### config.mk
export PLATFORM = sky130hd
export DESIGN_NAME = arm_flag_cond_unit
export DESIGN_NICKNAME = d
export VERILOG_FILES = /design/src/rtl/arm_cond_pkg.sv /design/src/rtl/arm_cond_eval.sv /design/src/rtl/arm_flag_cond_unit.sv
export SDC_FILE = /design/constraint.sdc
export NUM_CORES = 1
export LEC_CHECK = 0
export CAP_MARGIN = 20
export CORE_MARGIN = 3
export CORE_UTILIZATION = 35
export DETAILED_ROUTE_END_ITERATION = 8
export PLACE_DENSITY = 0.74
export REMOVE_ABC_BUFFERS = 1
export SLEW_MARGIN = 5
export SYNTH_ARGS = -nofsm -noshare
export SYNTH_HDL_FRONTEND = slang
export SYNTH_SLANG_ARGS = --single-unit
### constraint.sdc
create_clock -name clk -period 2.5 [get_ports clk]
set_input_delay 0.5 -clock clk [delete_from_list [all_inputs] [get_ports clk]]
set_output_delay 0.5 -clock clk [all_outputs]
set_load 0.05 [all_outputs]
### src/rtl/arm_cond_pkg.sv
// Shared definitions for the ARM flag/condition logic: ALU opcodes, condition codes,
// NZCV bit positions and the opcode-to-flag-update classification.
package arm_cond_pkg;

    localparam logic [3:0] OP_ADD   = 4'b0000;
    localparam logic [3:0] OP_ADC   = 4'b0001;
    localparam logic [3:0] OP_SUB   = 4'b0010;
    localparam logic [3:0] OP_SBC   = 4'b0011;
    localparam logic [3:0] OP_RSB   = 4'b0100;
    localparam logic [3:0] OP_RSC   = 4'b0101;
    localparam logic [3:0] OP_AND   = 4'b0110;
    localparam logic [3:0] OP_ORR   = 4'b0111;
    localparam logic [3:0] OP_EOR   = 4'b1000;
    localparam logic [3:0] OP_PASSA = 4'b1001;
    localparam logic [3:0] OP_PASSB = 4'b1010;
    localparam logic [3:0] OP_MVN   = 4'b1011;
    localparam logic [3:0] OP_BIC   = 4'b1100;

    localparam logic [3:0] COND_EQ = 4'h0;
    localparam logic [3:0] COND_NE = 4'h1;
    localparam logic [3:0] COND_CS = 4'h2;
    localparam logic [3:0] COND_CC = 4'h3;
    localparam logic [3:0] COND_MI = 4'h4;
    localparam logic [3:0] COND_PL = 4'h5;
    localparam logic [3:0] COND_VS = 4'h6;
    localparam logic [3:0] COND_VC = 4'h7;
    localparam logic [3:0] COND_HI = 4'h8;
    localparam logic [3:0] COND_LS = 4'h9;
    localparam logic [3:0] COND_GE = 4'hA;
    localparam logic [3:0] COND_LT = 4'hB;
    localparam logic [3:0] COND_GT = 4'hC;
    localparam logic [3:0] COND_LE = 4'hD;
    localparam logic [3:0] COND_AL = 4'hE;
    localparam logic [3:0] COND_NV = 4'hF;

    localparam int unsigned FLAG_N = 3;
    localparam int unsigned FLAG_Z = 2;
    localparam int unsigned FLAG_C = 1;
    localparam int unsigned FLAG_V = 0;

    typedef enum logic [1:0] {
        UpdNone,
        UpdAdd,
        UpdSub,
        UpdLogic
    } upd_kind_e;

    function automatic upd_kind_e upd_kind(input logic [3:0] op);
        upd_kind_e kind;
        kind = UpdNone;
        if (op <= OP_ADC) begin
            kind = UpdAdd;
        end else if (op <= OP_RSC) begin
            kind = UpdSub;
        end else if (op <= OP_BIC) begin
            kind = UpdLogic;
        end
        return kind;
    endfunction

endpackage

### src/rtl/arm_cond_eval.sv
// Combinational ARM condition-field evaluator: (cond, {N,Z,C,V}) -> pass.
// Kept standalone so the branch unit can reuse it.
module arm_cond_eval
    import arm_cond_pkg::*;
(
    input  logic [3:0] cond,
    input  logic [3:0] nzcv,
    output logic       pass
);

    logic n, z, c, v;

    assign n = nzcv[FLAG_N];
    assign z = nzcv[FLAG_Z];
    assign c = nzcv[FLAG_C];
    assign v = nzcv[FLAG_V];

    always_comb begin
        pass = 1'b0;
        unique case (cond)
            COND_EQ: pass = z;
            COND_NE: pass = ~z;
            COND_CS: pass = c;
            COND_CC: pass = ~c;
            COND_MI: pass = n;
            COND_PL: pass = ~n;
            COND_VS: pass = v;
            COND_VC: pass = ~v;
            COND_HI: pass = c & ~z;
            COND_LS: pass = ~c | z;
            COND_GE: pass = (n == v);
            COND_LT: pass = (n != v);
            COND_GT: pass = ~z & (n == v);
            COND_LE: pass = z | (n != v);
            COND_AL: pass = 1'b1;
            COND_NV: pass = 1'b0;
            default: pass = 1'b0;
        endcase
    end

endmodule

### src/rtl/arm_flag_cond_unit.sv
// NZCV flag register with ALU/direct-write update, ALU carry-in, and a registered
// condition check that sees same-cycle flag updates.
module arm_flag_cond_unit
    import arm_cond_pkg::*;
#(
    parameter logic [3:0] FLAG_RST  = 4'b0000,
    parameter bit         INV_SUB_C = 1'b1
) (
    input  logic       clk,
    input  logic       rst_n,
    input  logic       upd_valid,
    input  logic       s_bit,
    input  logic [3:0] alu_op,
    input  logic       alu_n,
    input  logic       alu_z,
    input  logic       alu_c,
    input  logic       alu_v,
    input  logic       shifter_c,
    input  logic       flag_wr,
    input  logic [3:0] flag_wdata,
    input  logic       cond_valid,
    input  logic [3:0] cond,
    output logic       cin,
    output logic [3:0] flags_q,
    output logic       cond_out_valid,
    output logic       cond_pass
);

    logic [3:0] flags_d;
    logic       eval_pass;
    logic       sub_c;

    // ARM carry after subtract is NOT borrow when the ALU reports borrow.
    assign sub_c = INV_SUB_C ? ~alu_c : alu_c;

    always_comb begin
        flags_d = flags_q;
        if (flag_wr) begin
            flags_d = flag_wdata;
        end else if (upd_valid && s_bit) begin
            unique case (upd_kind(alu_op))
                UpdAdd:   flags_d = {alu_n, alu_z, alu_c, alu_v};
                UpdSub:   flags_d = {alu_n, alu_z, sub_c, alu_v};
                UpdLogic: flags_d = {alu_n, alu_z, shifter_c, flags_q[FLAG_V]};
                UpdNone:  flags_d = flags_q;
                default:  flags_d = flags_q;
            endcase
        end
    end

    // Evaluate on the next-state flags so a same-cycle update is forwarded.
    arm_cond_eval u_cond_eval (
        .cond (cond),
        .nzcv (flags_d),
        .pass (eval_pass)
    );

    always_ff @(posedge clk) begin
        if (!rst_n) begin
            flags_q        <= FLAG_RST;
            cond_out_valid <= 1'b0;
            cond_pass      <= 1'b0;
        end else begin
            flags_q        <= flags_d;
            cond_out_valid <= cond_valid;
            if (cond_valid) begin
                cond_pass <= eval_pass;
            end
        end
    end

    assign cin = flags_q[FLAG_C];

endmodule

# Word-level counts from Yosys, hierarchy flattened
# Cells that the tools add are included.
[word_totals] regBits=6 out_inout_bits=7 wordCells=47
[op_classes] n_lt_le_gt_ge=3 eq_ne=20 mux=9 bitwise=9 n_reduce_logical=3
[op_table] cell="$eq 4x4->1 const B" count=8
[op_table] cell="$eq 4x3->1 const B" count=4
[op_table] cell="$pmux 1 s16" count=1
[op_table] cell="$pmux 4 s4" count=1
[op_table] cell="$mux 2" count=5
[op_table] cell="$eq 4x2->1 const B" count=2
[op_table] cell="$mux 4" count=2
[op_table] cell="$not 1->1" count=5
[op_table] cell="$eq 2x2->1 const B" count=2
[op_table] cell="$eq 4x1->1 const B" count=1
[op_table] cell="$le 4x1->1 const B" count=1
[op_table] cell="$le 4x3->1 const B" count=1
[op_table] cell="$le 4x4->1 const B" count=1
[op_table] cell="$logic_not 4->1" count=1
[op_table] cell="$and 1x1->1" count=2
[op_table] cell="$eq 2x1->1 const B" count=1
[op_table] cell="$logic_not 2->1" count=1
[op_table] cell="$or 1x1->1" count=2
[op_table] cell="$eq 1x1->1" count=1
[op_table] cell="$logic_and 1x1->1" count=1
[op_table] cell="$ne 1x1->1" count=1

# Logic depth before layout (Yosys ltp)
# Gate-level depths: netlist (run 1).
[logic_depth] word_depth=13 ltp_mapped=7

# Hierarchy
# A second synthesis (run 1) with hierarchy kept.
[hier_totals] cells_unflattened=68 area_unflattened_um2=528.0
[by_module_without_submodules] mod="arm_flag_cond_unit" n_inst=1 cells_each=45 area_each_um2=372.9 seq_area_each_um2=120.1
[by_module_without_submodules] mod="arm_cond_eval" n_inst=1 cells_each=23 area_each_um2=155.1 seq_area_each_um2=0.0

# Worst setup path before layout (run 1)
# No wires, ideal clock.
[synth_path] path_kind="input -> register" start="in alu_op[0]" end="reg cond_pass" setup_ps=136 arrival_time_ps=2266 required_ps=2364 path_slack_ps=98 cell_stages=7 n_path_buf=0 cell_sequence="o211a_1 or4b_2 a41oi_1 o31ai_1 a2111o_1 o211ai_1 o311ai_2"
[synth_via] elab_chain_len=13 word_cells_on_any_way=26 classes_between="3 x order compare; 5 x eq/ne; 9 x mux; 8 x bitwise; 1 x reduce/logical"
[synth_rtl] item="start: declaration" line_no="arm_flag_cond_unit.sv:13" rtl="input logic [3:0] alu_op,"
[synth_rtl] item="$le 4x4->1" line_no="arm_cond_pkg.sv:55" rtl="end else if (op <= OP_BIC) begin"
[synth_rtl] item="$mux 2" line_no="arm_cond_pkg.sv:55"
[synth_rtl] item="$mux 2" line_no="arm_cond_pkg.sv:53" rtl="end else if (op <= OP_RSC) begin"
[synth_rtl] item="$mux 2 (*)" line_no="arm_cond_pkg.sv:51" rtl="if (op <= OP_ADC) begin"
[synth_rtl] item="$mux 2 (*)" line_no="arm_flag_cond_unit.sv:40" rtl="end else if (upd_valid && s_bit) begin"
[synth_rtl] item="$mux 2 (*)" line_no="arm_flag_cond_unit.sv:38" rtl="if (flag_wr) begin"
[synth_rtl] item="$eq 2x2->1 (tied with other cells)" line_no="arm_flag_cond_unit.sv:41" rtl="unique case (upd_kind(alu_op))"
[synth_rtl] item="$pmux 4 s4 (*)" line_no="arm_flag_cond_unit.sv:41"
[synth_rtl] item="$mux 4 (*)" line_no="arm_flag_cond_unit.sv:40"
[synth_rtl] item="$mux 4 (*)" line_no="arm_flag_cond_unit.sv:38"
[synth_rtl] item="$ne 1x1->1 (tied with other cells)" line_no="arm_cond_eval.sv:32, arm_cond_eval.sv:34"
[synth_rtl] item="$or 1x1->1 (tied with other cells)" line_no="arm_cond_eval.sv:34" rtl="COND_LE: pass = z | (n != v);"
[synth_rtl] item="$pmux 1 s16 (*)" line_no="arm_cond_eval.sv:20" rtl="unique case (cond)"
[synth_rtl] item="end signal: assignment" line_no="arm_flag_cond_unit.sv:67" rtl="cond_pass <= eval_pass;"
[synth_rtl] item="end: declaration" line_no="arm_flag_cond_unit.sv:26" rtl="output logic cond_pass"
# Every way passes the cells marked *; elsewhere a longest branch is shown, timed or not. The select of a mux whose other input is x is not followed.
# A chain may end at the register's enable or synchronous reset.

# Final worst setup path (run 1)
[layout_path] start="in alu_op[1]" end="reg cond_pass"
# The elaborated chain is that of the path after synthesis.

==> metrics.txt, run 1 <==
status=finished, final reports clean; Worst R2R Path Depth=8; Max Clock Skew=0.00415 ns; initial core utilization=0.387; hpwl dp=approximately 1.6 mm; worst hold stages=4; slowest stage cell, crit path=or4_2; TritonCTS clock tree=done; IO Pins=30; Clk Latency, worst-skew pair=0.24 ns; relative slew slack=0.662; Avg Cell Area, Syn=7.93 µm²; mux contribution to synthesized area=0; P per Cell Area=361 mW/mm²; Core ar.=0.00158 mm²; post-place setup slack=-0.464 ns; Reg clk slew, reported paths=0.05 ns; Die ar.=roughly 0.0023 mm²; Nets=approximately 150; Ys Warns=0; TritonRoute pass-1 iters=4; adder-cell area share of the yosys netlist=0; # rows=14; Seq pwr share=0.268; Tmin final=2.39 ns; number of vias per cell=about 5.6; DRC=0; GRT Residual Overflow=0; Psw=between 0.0001 and 0.00015 W; WP data required=2.65 ns; Mapped Cells=77; Clock Tree Root=clkbuf_4; initial antenna violation count=0; hold buffer count at CTS=0; Data arrival, critical path=2.54 ns; leading area contributor after synthesis=dfxtp_1; crit share post-route=0.957; VDD IR max=0.276 mV; Total GRT Usage=0.208; CTS Buffer Depth=2; CTS H-tree depth=1; Final setup viols=0; Peak Freq=roughly 0.42 GHz; endpoints failing hold=0; Slew Limit Fails=0; Largest delay share family, worst path=simple AND/OR/NAND/NOR gates; total negative slack=0 ns; Post-Syn Area=611 µm²; Sink Count=6; Unique masters post-synth=42; Worst path most repeated cell=buf_4; total power=0.000407 W; Starting DRT DRC Count=10; Max FO, Critical Path=4; final antenna-violating net count=0; worst reg2reg startpoint=flags_q[2]; largest family of logic cells by synthesized area=compound AO/OA/AOI/OAI gates; Comb power frac=0.515; largest net degree at the start of global routing=9; Port Buffers=29; share of layout cells above drive strength 1=0.315; Switching Share=0.352; largest cells by area after synthesis=dfxtp_1, inv_1, nand2_1; Worst Setup End Kind=register; post-synthesis xor/xnor area fraction=0.0287; top cell type's share of synthesized area=0.197; reg2reg end=cond_pass; max-cap violation count=0; die width=roughly 48 µm; cell area after layout=0.00113 mm²; Startpoint Class=input pin; Cell Area, Placed=0.00104 mm²; Synth Area in Compound Gates=0.385; WHS Endpoint=flags_q[3]; Worst Path Buf+Inv=3; post-CTS setup buffers=0; Clk pwr share=0.218; worst hold start=flags_q[3]; vias in the first global route=737; RSZ-0062 raised after global routing=false; Seq cells post-synth=6; r2r setup slk=slightly above 0.5 ns; crit-path max cell delay=0.65 ns; CP cell instances=dlygate4sd2_1 > o211a_1 > buf_4 > o21ai_4 > a2bb2oi_4 > buf_4 > or4_2 > nand4_1 > o211ai_1 > o311ai_2; Vias=782; first-pass GRT wire length=3.35 mm; hold crit path type=register to register; Fill cells=between 100 and 150; chip height=between 40 and 50 µm; Leakage=approximately 0.48 nW; footprint of the multi-input gates=523 µm²; worst-margin pin slew=0.505 ns; Num CTS Buffers=3; category of the critical setup timing path=input pin to register; Post-Synth Simple-Gate Area=0.326; WL/cell=14.4 µm; setup ws final=roughly 0.11 ns; post-synthesis sequential area ratio=0.197; P&R area growth vs syn=84.4%; register area=120 µm²; routed wire length=just over 2 mm; Antenna diodes=0; Int Pwr=0.000264 W; GPL Wtd Cong=around 0.88
-- metal layers --
layer  routed length, µm  global-route usage
met1                 942               0.283
met2                 920               0.317
met3                 146              0.0414
met4                  10              0.0860
met5                   0                   0
-- power groups by stage --
stage               sequential, W  clock [W]  combinational [W]
finish                   0.000109  0.0000887           0.000209
global route             0.000109  0.0000992           0.000224
CTS                      0.000109  0.0000930           0.000209
detailed placement       0.000109          0           0.000195
global placement         0.000110          0           0.000191
floorplan                0.000137          0          0.0000628
-- worst min-delay path: stages (launching register included) --
cell and delay, ns:
dfxtp_1 0.33, o21ai_4 0.08, a2bb2oi_4 0.07, buf_4 0.13, and2_1 0.14
-- registers in the layout (all words and copies together), names as in the netlist --
signal / cells
flags_q: 4
cond_out_valid: 1
cond_pass: 1
-- kinds of logic after synthesis --
logic type,after synthesis
XOR/XNOR,2
AO/OA/AOI/OAI,26
flip-flops,6
AND/OR/NAND/NOR,34
buffers and inverters,9
-- metrics by stage --
step | hold slack, ns | util | std cells
after floorplan | 0.622 | - | 75
after global placement | 0.752 | 0.657 | 137
after detailed placement | 0.773 | 0.657 | 137
after CTS | 0.802 | 0.712 | 140
after global routing | 0.830 | 0.714 | 140
final | 0.797 | 0.714 | 140
-- placed cells by master, fill, tap and decap left out, types with 3 or more instances in the layout --
master           instances
dlygate4sd2_1            5
nor2b_1                  4
nor2_1                   7
dfxtp_1                  6
clkdlybuf4s50_1         22
o211ai_1                 3
nand2_1                  6
clkbuf_4                 3
buf_4                   17
inv_1                    6
-- Yosys cell counts, drive strengths merged --
master   n
and2     4
a31o     1
a21oi    1
or4      1
a32oi    1
or2      1
nand4b   1
nor4b    1
nand4    1
a22oi    1
a311oi   1
o21ai    2
a22o     1
o32ai    1
dfxtp    6
o211ai   3
nor3     1
a2bb2oi  1
o31ai    2
a2111oi  1
and2b    1
nor2     7
nand3    2
buf      2
xnor2    2
a31oi    2
o311ai   1
o21a     2
o211a    2
nand2    7
or4b     2
nand3b   1
a41oi    1
o2111ai  1
a2111o   1
nor2b    4
inv      7
-- worst max path at each step --
stage	start	end	cells past startpoint
2_1_floorplan	alu_op[0]	cond_pass	7
3_3_place_gp	alu_op[0]	cond_pass	8
3_5_place_dp	alu_op[0]	cond_pass	8
4_1_cts	flag_wr	cond_pass	10
5_1_grt	alu_op[3]	cond_pass	10
6_report	alu_op[1]	cond_pass	10
-- area by class of cell --
class                   instances  area share
flip-flops and latches          6       0.107
inverters                       7      0.0233
repair buffers                 46       0.368
multi-input cells              62       0.464
clock buffers                   3      0.0200
well taps                      16      0.0178
-- what timing repair did --
action | 4_1_cts | 5_1_grt
endpoints found under the setup margin | 1 | 1
pin swaps | 3 | 0
hold endpoints to repair | 0 | 0
resized for setup | 20 | 2
Power figures use the tool's default switching activity.
==> run 2: changes to the inputs <==
--- a/config.mk
+++ b/config.mk
@@ -9,7 +9,7 @@
 export CORE_MARGIN = 3
 export CORE_UTILIZATION = 35
 export DETAILED_ROUTE_END_ITERATION = 8
-export PLACE_DENSITY = 0.74
+export PLACE_DENSITY_LB_ADDON = 0.3
 export REMOVE_ABC_BUFFERS = 1
 export SLEW_MARGIN = 5
 export SYNTH_ARGS = -nofsm -noshare
==> run 2 against run 1 <==
Effect of this change: via count increased by 4.2%; count of clock-buffer cells in the layout is the same; sequential cell count is the same; register-to-register slack got worse by 0.03 ns; clock skew decreased by 0.00061 ns; sequential power is essentially flat; global-route usage is 1.2 points lower; critical endpoint unchanged.
==> metrics.txt, run 2 (synthesis results as in run 1) <==
WP data required=2.61 ns; Fin Hold WS=0.806 ns; status=finished, final reports clean; Num CTS Buffers=3; TritonCTS clock tree=done; CTS H-tree depth=1; Total GRT Usage=0.196; initial core utilization=0.387; Reg clk slew, reported paths=0.04 ns; CTS Buffer Depth=2; Worst Path Buf+Inv=1; Sink Count=6; category of the critical setup timing path=input pin to register; Regs by FF count=flags_q x4, cond_out_valid x1, cond_pass x1; largest net degree at the start of global routing=8; register area=120 µm²; worst-margin pin slew=0.501 ns; Most Crowded Layer GR=met2; Largest delay share family, worst path=compound AO/OA/AOI/OAI gates; max-cap violation count=0; # rows=14; WL/cell=15.2 µm; GRT Residual Overflow=0; Vias=815; total power=around 0.00041 W; Worst Setup End Kind=register; IO Pins=30; Leakage=0.495 nW; number of vias per cell=5.70; Starting DRT DRC Count=19; Global Route met3 Usage=0.0414; Reg with most FFs=flags_q; hpwl dp=1.56 mm; final antenna-violating net count=0; initial antenna violation count=0; Fill cells=129; Nets=152; Final setup viols=0; Antenna diodes=0; total negative slack=0 ns; met1 Track Usage GR=0.262; commonest non-fill, non-tap cell in the layout=clkdlybuf4s50_1; DRC=0; die width=between 40 and 50 µm; crit share post-route=0.981; most frequent cells in the layout=clkdlybuf4s50_1, buf_4, inv_1, nor2_1, dfxtp_1; chip height=47.8 µm; slowest stage cell, crit path=or4b_4; endpoints failing hold=0; VDD IR max=approximately 0.3 mV; met2 usage=0.293; Clk Latency, worst-skew pair=0.25 ns; relative slew slack=0.665; final core utilization=0.721; Tmin final=2.45 ns; Max Clock Skew=0.00354 ns; Slew Limit Fails=0; Data arrival, critical path=between 2 and 3 ns; routed wire length=2.17 mm; first-pass GRT wire length=just over 3 mm; share of layout cells above drive strength 1=0.354; Die ar.=0.00228 mm²; Max FO, Critical Path=3; vias in the first global route=between 700 and 800; P per Cell Area=360 mW/mm²; max reg flops=4; Clock Tree Root=clkbuf_4; CP cell instances=dlygate4sd2_1 > o211a_1 > or4b_4 > a41oi_2 > o31ai_2 > a2111o_1 > o211ai_1 > o311ai_2; Startpoint Class=input pin; crit-path max cell delay=roughly 0.52 ns; footprint of the multi-input gates=around 500 µm²; Core ar.=0.00158 mm²; Port Buffers=29; Peak Freq=0.408 GHz; GPL Wtd Cong=0.890; hold buffer count at CTS=0; P&R area growth vs syn=86.1%; TritonRoute pass-1 iters=4; hold crit path type=register to register
[run 2: changes by cell type in the layout (fill, tap and decap cells not counted), sizes merged]
cell           before  now
clkdlybuf4s15       1    0
buf                17   20
dlymetal6s2s        1    2
[run 2: final timing paths]
check | from | endpoint | slack [ns] | cells after the start
setup / recovery | alu_op[1] | cond_pass | 0.05 | 8
hold / removal | flags_q[3] | flags_q[3] | 0.81 | 4
setup reg to reg | flags_q[2] | cond_pass | 0.48 | 9
hold reg to reg | flags_q[3] | flags_q[3] | 0.81 | 4
[run 2: report_power, final]
part | internal [W] | switching [W] | leakage [nW]
logic | 0.000107 | 0.000104 | 0.432
registers | 0.000103 | 0.00000479 | 0.0498
clock network | 0.0000543 | 0.0000357 | 0.0138
total | 0.000265 | 0.000145 | 0.495
[run 2: per-layer routing]
layer,share of wire,vias up
met1,0.45,377
li1,-,398
met2,0.47,35
met5,0,-
met4,0.015,0
met3,0.064,5
[run 2: area by class of cell]
type / instances / area share
tap: 16 / 0.0176
inverter: 7 / 0.0231
timing repair buffer: 49 / 0.390
sequential: 6 / 0.106
multi-input combinational: 62 / 0.444
clock buffer: 3 / 0.0198
[run 2: worst reg2reg max path: stages, from the launching register on]
cell      delay, ns
dfxtp_1        0.32
nor2b_2        0.19
a22oi_2        0.08
buf_4          0.14
buf_4          0.12
a41oi_2        0.20
o31ai_2        0.10
a2111o_1       0.45
o211ai_1       0.15
o311ai_2       0.15
[run 2: metrics by stage]
step | setup slack [ns] | std cells | instance area, µm²
2_1_floorplan | 0.0975 | 75 | 598
3_3_place_gp | -0.382 | 138 | 1040
3_5_place_dp | -0.462 | 138 | 1040
4_1_cts | 0.00731 | 142 | 1100
5_1_grt | -0.0346 | 143 | 1140
6_report | 0.0479 | 143 | 1140
[run 2: what timing repair did]
item,4_1_cts,5_1_grt
pin swaps,11,8
hold endpoints to repair,0,0
resized for setup,13,9
endpoints found under the setup margin,1,1
setup buffers,1,1
